[src/rtl/systolic_edge_feeder_pkg.sv]
// Shared definitions for the systolic array edge feeders, PEs and array top level.
// Holds the feeder state encoding, array-wide default sizes and the lane slicing helper.
package systolic_edge_feeder_pkg;

   localparam int DEF_N  = 4;
   localparam int DEF_DW = 8;

   typedef enum logic [1:0] {
      ST_IDLE  = 2'd0,
      ST_FEED  = 2'd1,
      ST_FLUSH = 2'd2,
      ST_DONE  = 2'd3
   } feeder_state_t;

   // Lane i of a packed N*DW vector occupies [lane_lsb(i, DW) +: DW].
   function automatic int lane_lsb(input int lane, input int dw);
      return lane * dw;
   endfunction

endpackage

[src/rtl/systolic_edge_feeder_skew_lane.sv]
// One lane of the skew datapath: a DEPTH-stage shift register that only moves on shift.
// The last stage drives the array edge for this lane.
module skew_lane #(
   parameter int DW    = 8,
   parameter int DEPTH = 1
) (
   input  logic          clk,
   input  logic          rst,
   input  logic          shift,
   input  logic [DW-1:0] d,
   output logic [DW-1:0] q
);

   logic [DW-1:0] sr [DEPTH];

   always_ff @(posedge clk or posedge rst) begin
      if (rst) begin
         for (int s = 0; s < DEPTH; s++) sr[s] <= '0;
      end else if (shift) begin
         sr[0] <= d;
         for (int s = 1; s < DEPTH; s++) sr[s] <= sr[s-1];
      end
   end

   assign q = sr[DEPTH-1];

endmodule

[src/rtl/systolic_edge_feeder.sv]
// Edge feeder for an N x N systolic MAC array: accepts operand vectors, skews lane i by i
// steps into a diagonal wavefront, then feeds FLUSH_LEN zero steps to drain the array.
module systolic_edge_feeder
   import systolic_edge_feeder_pkg::*;
#(
   parameter int N         = DEF_N,
   parameter int DW        = DEF_DW,
   parameter int KW        = 8,
   parameter int FLUSH_LEN = 16
) (
   input  logic            clk,
   input  logic            rst,
   input  logic            start,
   input  logic [KW-1:0]   k_len,
   input  logic            in_valid,
   output logic            in_ready,
   input  logic [N*DW-1:0] in_data,
   output logic [N*DW-1:0] edge_data,
   output logic            edge_en,
   output logic            busy,
   output logic            done,
   output feeder_state_t   state_dbg
);

   localparam int FCW = $clog2(FLUSH_LEN + 1);

   feeder_state_t  state_q, state_d;
   logic [KW-1:0]  k_q;
   logic [KW-1:0]  beat_q;
   logic [KW-1:0]  beat_inc;
   logic [FCW-1:0] flush_q;
   logic [FCW-1:0] flush_inc;
   logic           accept;
   logic           step;
   logic           last_beat;
   logic           last_flush;

   // Handshake: a vector transfers on any rising edge where in_valid & in_ready are both
   // high; in_ready depends only on state, so in_data/in_valid may not influence it.
   assign in_ready   = (state_q == ST_FEED);
   assign accept     = in_valid & in_ready;
   assign step       = accept | (state_q == ST_FLUSH);
   assign beat_inc   = beat_q + 1'b1;
   assign flush_inc  = flush_q + 1'b1;
   assign last_beat  = (beat_inc == k_q);
   assign last_flush = (flush_q == FCW'(FLUSH_LEN - 1));
   assign state_dbg  = state_q;

   always_comb begin
      state_d = state_q;
      case (state_q)
         ST_IDLE: begin
            if (start) state_d = (k_len == '0) ? ST_DONE : ST_FEED;
         end
         ST_FEED: begin
            if (accept && last_beat) state_d = ST_FLUSH;
         end
         ST_FLUSH: begin
            if (last_flush) state_d = ST_DONE;
         end
         ST_DONE: begin
            state_d = ST_IDLE;
         end
         default: begin
            state_d = ST_IDLE;
         end
      endcase
   end

   always_ff @(posedge clk or posedge rst) begin
      if (rst) begin
         state_q <= ST_IDLE;
         k_q     <= '0;
         beat_q  <= '0;
         flush_q <= '0;
      end else begin
         state_q <= state_d;
         case (state_q)
            ST_IDLE: begin
               if (start) begin
                  k_q    <= k_len;
                  beat_q <= '0;
               end
            end
            ST_FEED: begin
               flush_q <= '0;
               if (accept) beat_q <= beat_inc;
            end
            ST_FLUSH: begin
               flush_q <= flush_inc;
            end
            default: begin
            end
         endcase
      end
   end

   // edge_en marks the cycles after a step, i.e. when edge_data holds a fresh wavefront.
   always_ff @(posedge clk or posedge rst) begin
      if (rst) begin
         edge_en <= 1'b0;
         busy    <= 1'b0;
         done    <= 1'b0;
      end else begin
         edge_en <= step;
         busy    <= (state_q != ST_IDLE);
         done    <= (state_q == ST_DONE);
      end
   end

   for (genvar i = 0; i < N; i++) begin : g_lane
      logic [DW-1:0] lane_d;

      // Zeros enter stage 0 while flushing so the array drains with neutral operands.
      assign lane_d = (state_q == ST_FEED) ? in_data[lane_lsb(i, DW) +: DW] : '0;

      skew_lane #(
         .DW   (DW),
         .DEPTH(i + 1)
      ) u_lane (
         .clk  (clk),
         .rst  (rst),
         .shift(step),
         .d    (lane_d),
         .q    (edge_data[lane_lsb(i, DW) +: DW])
      );
   end

endmodule

[config.mk]
export PLATFORM = sky130hd
export DESIGN_NAME = systolic_edge_feeder
export DESIGN_NICKNAME = d
export VERILOG_FILES = /design/src/rtl/systolic_edge_feeder_pkg.sv /design/src/rtl/systolic_edge_feeder_skew_lane.sv /design/src/rtl/systolic_edge_feeder.sv
export SDC_FILE = /design/constraint.sdc
export NUM_CORES = 1
export LEC_CHECK = 0
export CAP_MARGIN = 15
export CORE_ASPECT_RATIO = 1.1
export CORE_UTILIZATION = 53
export CTS_CLUSTER_SIZE = 12
export DETAILED_ROUTE_END_ITERATION = 8
export GPL_ROUTABILITY_DRIVEN = 0
export PLACE_DENSITY = 0.81
export SLEW_MARGIN = 20
export SYNTH_ARGS = -nofsm -noshare
export SYNTH_HDL_FRONTEND = slang
export SYNTH_SLANG_ARGS = --single-unit
[constraint.sdc]
create_clock -name clk -period 4.48 [get_ports clk]
set_input_delay 0.896 -clock clk [delete_from_list [all_inputs] [get_ports clk]]
set_output_delay 0.896 -clock clk [all_outputs]
set_load 0.01 [all_outputs]
---- Word-level counts from Yosys, hierarchy flattened ----
Index checks and enable logic that the tools add are counted.
storage, ports and cells
  register bits ........................... 106
  bits of input ports ..................... 44
  output and inout port bits .............. 38
  word-level logic and storage cells ...... 52
cells by class
  add/sub/neg operators ................... 2
  equality and inequality tests ........... 9
  multiplexer cells ....................... 13
  bitwise gates (word level) .............. 2
  reduce and logical (&&, ||, !) cells .... 9
operators with widths
  operator                                        number
  two-way mux 8 bit                               6
  case mux 8 bit (2 select lines)                 1
  case mux 5 bit (2 select lines)                 1
  adder 8 x 1 -> 8 bit (second input constant)    1
  == test 8 bit                                   1
  zero test 8 bit                                 1
  two-way mux 2 bit                               4
  case mux 2 bit (4 select lines)                 1
  AND reduction 3 bit                             2
  nonzero test 2 bit                              3
  adder 5 x 1 -> 5 bit (second input constant)    1
  == test 5 x 4 -> 1 bit (second input constant)  1
  == test 2 bit (second input constant)           2
  != test 2 x 1 -> 1 bit (second input constant)  2
  != test 2 bit (second input constant)           2
  == test 2 x 1 -> 1 bit (second input constant)  1
  zero test 2 bit                                 1
  AND reduction 2 bit                             1
  AND 1 bit                                       1
  logical AND 1 bit                               1
  bitwise OR 1 bit                                1

---- Logic depth before layout (Yosys ltp) ----
  depth in word-level cells ............... 5
  mapped depth ............................ 9
  gate-level depth less buffers ........... 9

---- By module ----
A second synthesis with hierarchy kept.
unflattened totals
  cell total of the unflattened synthesis .. 380
  area total of the unflattened synthesis .. 5187.5 um^2
by module, submodules not included
  module                         times used  cells each  area each (um^2)  seq. area each (um^2)
  systolic_edge_feeder           1           182         1669.1            650.6
  skew_lane at g_lane[3].u_lane  1           77          1408.9            800.8
  skew_lane at g_lane[2].u_lane  1           60          1061.0            600.6
  skew_lane at g_lane[1].u_lane  1           43          713.2             400.4
  skew_lane at g_lane[0].u_lane  1           18          335.3             200.2

---- Worst setup path after synthesis ----
OpenSTA, ideal clock, no wires.
  kind .................................... register -> register
  start point ............................. register state_q[1] (netlist: state_dbg[1])
  end point ............................... register g_lane[3].u_lane.sr[17] (netlist bit)
  library setup time ...................... 0.125 ns
  arrival time ............................ 1.817 ns
  slack ................................... 2.538 ns
  cell stages (with the launch flop) ...... 8
  buffers on the path ..................... 3
  period minus slack after synthesis ...... 1.942 ns
  path through ............................ dfrtp_1 -> inv_1 -> ha_1 -> buf_2 -> a21oi_2 -> buf_2 -> buf_2 -> mux2_2
between the ends
  longest elaborated chain between the ends .. 3
  elaborated cells between the ends (all ways) .. 4
ends and longest elaborated chain
  what                      RTL line                              RTL
  start: declaration        systolic_edge_feeder.sv:27            feeder_state_t state_q, state_d;
  start signal: assignment  systolic_edge_feeder.sv:77            state_q <= state_d;
  == test 2 x 1 -> 1 bit    systolic_edge_feeder.sv:40            assign in_ready = (state_q == ST_FEED);
  named net in_ready        systolic_edge_feeder.sv:16            output logic in_ready,
  AND 1 bit                 systolic_edge_feeder.sv:41            assign accept = in_valid & in_ready;
  bitwise OR 1 bit          systolic_edge_feeder.sv:42            assign step = accept | (state_q == ST_FLUSH);
  end: declaration          systolic_edge_feeder_skew_lane.sv:14  logic [DW-1:0] sr [DEPTH];
The timed path passes the listed nets, and every way through them passes these cells.
A chain may end at the register's enable or synchronous reset.

---- Final worst setup path ----
  start point ............................. register state_q[1] (netlist: state_dbg[1])
  end point ............................... output port in_ready
between the ends
  longest elaborated chain between the ends .. 1
ends and longest elaborated chain
  what                    RTL line
  == test 2 x 1 -> 1 bit  systolic_edge_feeder.sv:40
  end: declaration        systolic_edge_feeder.sv:16
Every way passes these cells.

==> metrics.cfg <==
[worst_hold_path]
hp-start=g_lane[3].u_lane.sr[26]
hold_path_class=register to register

[global_routing]
grt_pass1_vias=3047
grt_max_degree=89
track_usage=0.1958
grt_pass1_wl_um=14320
antenna_found_initial=0
overflow=0

[synth]
syn_nets=475
yosysTopAreaCell=dfrtp_1
async_flop_share=1.000
synthFlopType=dfrtp_1
synthTopCellsByArea=dfrtp_1 (56%), mux2_2 (13%), nand2_1 (5.9%)
ys_warn_count=0
yosysMostFrequentCell=dfrtp_1
netlist_instances=423
synth_area_sq_mm=0.004761
ys_seq_elements=106
post-synth-top-area-fraction=0.5572
synth_commonest_cells=dfrtp_1 (106), nand2_1 (75), mux2_2 (57), o21ai_0 (38), buf_4 (27)
ys_seq_area_frac=0.5572
synth_edf_count=0
yosysUniqueCellTypes=42
syn_avg_cell_area_sq_um=11.25

[sta]
rsz0062_at_grt=no
max_freq_mhz=298.7
hold_viol_final=0
max_slew_margin=0.3629
fin_setup_tns_ps=0
slew_violations=0
layout_min_cycle_time_ps=3348
worst_pin_slew_ps=955.7
post-route-period-util=0.7474
fin_skew_ps=10.16
setup_viol=0

[finish]
fin_nets=522
drive_above_1_share=0.1789
antennaDiodeCount=0
final_util=0.6610
area_growth_pct=18.55

[outcome]
status=complete, no violations

[setup_path]
crit_start=state_dbg[1]
end_kind=primary output
startpoint_type=register
reg2reg_from=state_dbg[1]
path_class=register to primary output
worstPathRequired_ps=3580
crit_fanout=45
crit_arrival_ps=2450

[flow_run]
max_cap_viol_count=0

[drt]
drt-initial-drc-count=147
drtPass1Iterations=5
wire_per_inst_um=14.52
vias=3081
routed_wl_um=8506
ant_nets=0
viasPerCell=5.258
drcViolationCount=0

[cts]
cts.repair.resized=0
cts_sinks=106
clockBufferDepth=2
postCtsSetupRepairBufs=0
insertion_delay_ps=370
numCtsBuffers=9
cts_tree=built
hold_buffers=0
path_clk_slew_ps=110
cts_htree_levels=3
cts-root-buf=clkbuf_8

[power_and_ir_drop]
p_leak_uw=0.002573
ir_drop_mv=0.5204
power_density_mw_per_mm2=593.4

[floorplanning]
chipWidth_um=92.37
rows=35
core_sq_mm=0.008539
ioPinCount=82
dieArea_sq_mm=0.009366
die_height_um=101.4
start_util=0.5575

[placed_design]
dp_hpwl_um=5901
io_buffers=81

[routing by layer]
metal	wire length (um)	vias to the layer above	part of all wire	global-route usage
met1	3828	1481	0.45	0.2594
li1	-	1513	-	-
met2	4089	78	0.48	0.3151
met4	99	0	0.012	0.07212
met3	488	9	0.057	0.04880
met5	0	-	0	0
[per-stage QoR]
| stage | area, sq um | cells | setup slack (ps) | hold WS [ps] | power (uW) |
|---|---|---|---|---|---|
| global route | 5644 | 586 | 978.3 | 519.4 | 3585 |
| global placement | 5456 | 570 | 1361 | 458.4 | 2756 |
| CTS | 5642 | 586 | 1106 | 494.1 | 3386 |
| detailed placement | 5456 | 570 | 1309 | 467.9 | 2826 |
| finish | 5644 | 586 | 1132 | 483.2 | 3349 |
| floorplan | 4761 | 423 | 795.1 | 444.1 | 2443 |
[critical path, cell delays in order, from the launching register on]
cell,delay [ps]
dfrtp_1,430
inv_1,130
ha_2,830
clkdlybuf4s50_1,690
[registers in the layout (all words and copies together) (netlist names)]
register / flops
state_dbg: 2
k_q: 8
g_lane.u_lane.sr: 48
beat_q: 8
busy: 1
flush_q: 5
g_lane.u_lane.q: 32
done: 1
edge_en: 1
[kinds of logic (layout without fill, tap and decap cells)]
family | count (synthesis) | after routing | synth area share
and+or+nand+nor | 117 | 117 | 0.1114
muxes | 59 | 59 | 0.1390
buffers and inverters | 62 | 114 | 0.07438
AOI/OAI and AO/OA | 63 | 63 | 0.08226
xor gates and xnor gates | 8 | 8 | 0.01472
DFF | 106 | 106 | 0.5572
adders and majority gates | 8 | 8 | 0.02103
[cell usage in the layout, fill, tap and decap left out, drive strengths merged, types with 8 or more instances in the layout]
| cell type | Yosys | routed |
|---|---|---|
| nand3 | 10 | 10 |
| mux2 | 57 | 57 |
| o21ai | 40 | 40 |
| clkdlybuf4s50 | 0 | 81 |
| clkbuf | 10 | 10 |
| dfrtp | 106 | 106 |
| nand2 | 76 | 76 |
| inv | 14 | 17 |
| ha | 8 | 8 |
| a22o | 8 | 8 |
[where the power goes]
part	leakage (uW)	internal (uW)	switching [uW]	total, uW
clock	0.0000949	216	344	560
combinational	0.00108	684	675	1360
sequential	0.00140	1250	177	1430
[final timing paths]
| kind | slack (ps) | cells after the start | endpoint |
|---|---|---|---|
| min reg2reg | 480 | 2 | g_lane[3].u_lane.sr[26] |
| max in group asynchronous | 2700 | 3 | busy |
| max reg2reg | 1820 | 5 | g_lane[1].u_lane.q[3] |
| min | 480 | 2 | g_lane[3].u_lane.sr[26] |
| max | 1130 | 3 | in_ready |
| min in group asynchronous | 1020 | 2 | flush_q[1] |
[layout make-up]
class / count / area [sq um]
multi-input cells: 255 / 1764
fillers: 682 / 2895
repair buffers: 84 / 845.8
inverters: 14 / 57.56
clock buffers: 10 / 127.6
flip-flops and latches: 106 / 2653
well taps: 111 / 138.9
clock inverters: 6 / 57.56
Power figures use the tool's default switching activity.
==> edit (config.mk and constraints unchanged) <==
Register the output `state_dbg` once more; this adds one clock of latency there. The other outputs are not delayed to match.
--- a/src/rtl/systolic_edge_feeder.sv
+++ b/src/rtl/systolic_edge_feeder.sv
@@ -44,7 +44,9 @@
    assign flush_inc  = flush_q + 1'b1;
    assign last_beat  = (beat_inc == k_q);
    assign last_flush = (flush_q == FCW'(FLUSH_LEN - 1));
-   assign state_dbg  = state_q;
+   always_ff @(posedge clk) begin
+      state_dbg <= state_q;
+   end
 
    always_comb begin
       state_d = state_q;
Check against the original RTL: not equivalent (a bounded check fails within 4 cycles, from zero or initial values and one cycle with rst high).
==> edit against the unedited design <==
Sequential cell count grew 2. Clock skew rose by 0.0033 ns. Routed wire length is 1.2% higher. Highest routed layer unchanged. Total power is 5.8% higher. Count of clock-buffer cells in the layout fell by 1. Largest cell class unchanged. Synthesized area down 0.58%. Cell area up 0.89%. Setup slack gained 0.29 ns.
==> edit: results (changes against the unedited design) <==
stage,metric,value,unit,change
run_status,status,"finished, final reports clean",,
logic_synthesis,Synthesized Nets,472,,-0.63%
finish,area occupied by multi-input gates,1745,µm²,-1.1%
logic_synthesis,top post-synthesis cells by area,"dfrtp_1 (56%), mux2_2 (13%), nand2_1 (6.4%)",,
finish,bufs w/o clock,85,,+1.2%
logic_synthesis,"Async S/R FF share, synth",98.15,%,-1.9 points
logic_synthesis,list of most frequent post-synthesis cells,"dfrtp_1 (106), nand2_1 (81), mux2_2 (56)",,
finish,fill count,683,,+0.15%
timing,Worst-Margin Slew,0.7220,ns,-0.2337 ns
placed_design,DPL Wire Length,6.008,mm,+1.8%
power_and_ir_drop,leak pwr,0.002539,µW,-1.3%
critical_path,WP data arrival,2.17,ns,-0.28 ns
finish,Final clock-cell share,3.933,%,+0.65 points
hold_path,Hold Startpoint,state_q[1],,
critical_path,Reg-to-Reg End,state_q[0],,
finish,non-clk buf share,14.99,%,about the same
global_routing,gr usage total,20.53,%,+0.95 points
critical_path,reg-to-reg setup timing slack,2.28,ns,+0.46 ns
global_routing,largest net degree at the start of global routing,114,,+28%
critical_path,CP startpoint,state_q[1],,
critical_path,crit path max fanout,43,,-4.4%
critical_path,Reg2Reg Depth,7,,+2
timing,max frequency,0.3267,GHz,+9.4%
routing,DRC marker count from the first detailed-route iteration,154,,+4.8%
logic_synthesis,post-synthesis register bit count,108,,+1.9%
routing,vias per cell,5.275,,+0.32%
finish,layout cells sized above 1,17.26,%,-0.63 points
finish,Signal inverters,10,,-4
routing,drt total wl,8.607,mm,+1.2%
placed_design,Place WS,1.753,ns,+0.4440 ns
logic_synthesis,Yosys cell types,39,,-7.1%
logic_synthesis,post-synthesis sequential area ratio,56.89,%,+1.2 points
global_routing,vias in the first global route,3180,,+4.4%
finish,sequential cell area share,47.29,%,+0.29 points
-- edit: cell count changes after synthesis, moves of 5 or more --
| cell | change |
|---|---|
| a22o_1 | -6 |
| a21o_1 | -5 |
| a21oi_1 | +5 |
| buf_2 | -5 |
| nand2_1 | +6 |
| nand4_1 | -5 |
-- edit: worst min-delay path by stage --
stage / to / slack [ns]
6_report: state_dbg[1] / 0.45
3_5_place_dp: state_dbg[1] / 0.44
5_1_grt: state_dbg[1] / 0.47
4_1_cts: state_dbg[1] / 0.45
3_3_place_gp: state_dbg[1] / 0.42
2_1_floorplan: state_dbg[1] / 0.39
-- edit: power by group --
group / internal, µW / switching, µW / total (µW)
Clock: 281 / 368 / 649
Sequential: 1290 / 198 / 1480
Combinational: 715 / 694 / 1410
-- edit: worst max-delay path: stages, from the launching register on --
cell             delay [ns]
dfrtp_1                0.43
inv_1                  0.14
ha_2                   0.19
buf_4                  0.40
clkdlybuf4s50_1        0.63
-- edit: stage by stage --
| step | area, µm² | utilization (%) | std cells |
|---|---|---|---|
| detailed placement | 5470 | 64.06 | 570 |
| CTS | 5694 | 66.68 | 586 |
| finish | 5694 | 66.68 | 586 |
| global placement | 5470 | 64.06 | 570 |
| global route | 5694 | 66.68 | 586 |
| floorplan | 4733 | - | 420 |
-- edit: kinds of logic (layout without fill, tap and decap cells) --
logic type      count (synthesis)  in the layout  share of synthesized area, %
fa+ha+maj                       8              8                         2.115
mux                            60             60                         14.17
compound gates                 60             60                         7.190
buf+inv                        56            111                         6.529
simple gates                  116            116                         10.89
flops                         108            108                         56.89
xor+xnor                       12             12                         2.221
-- edit: routing by layer --
layer	wire length, µm	global-route usage, %	up-vias
li1	-	-	1493
met1	3623	26.24	1512
met2	4561	35.82	77
met3	347	4.374	9
met4	74	5.409	0
met5	0	0	-
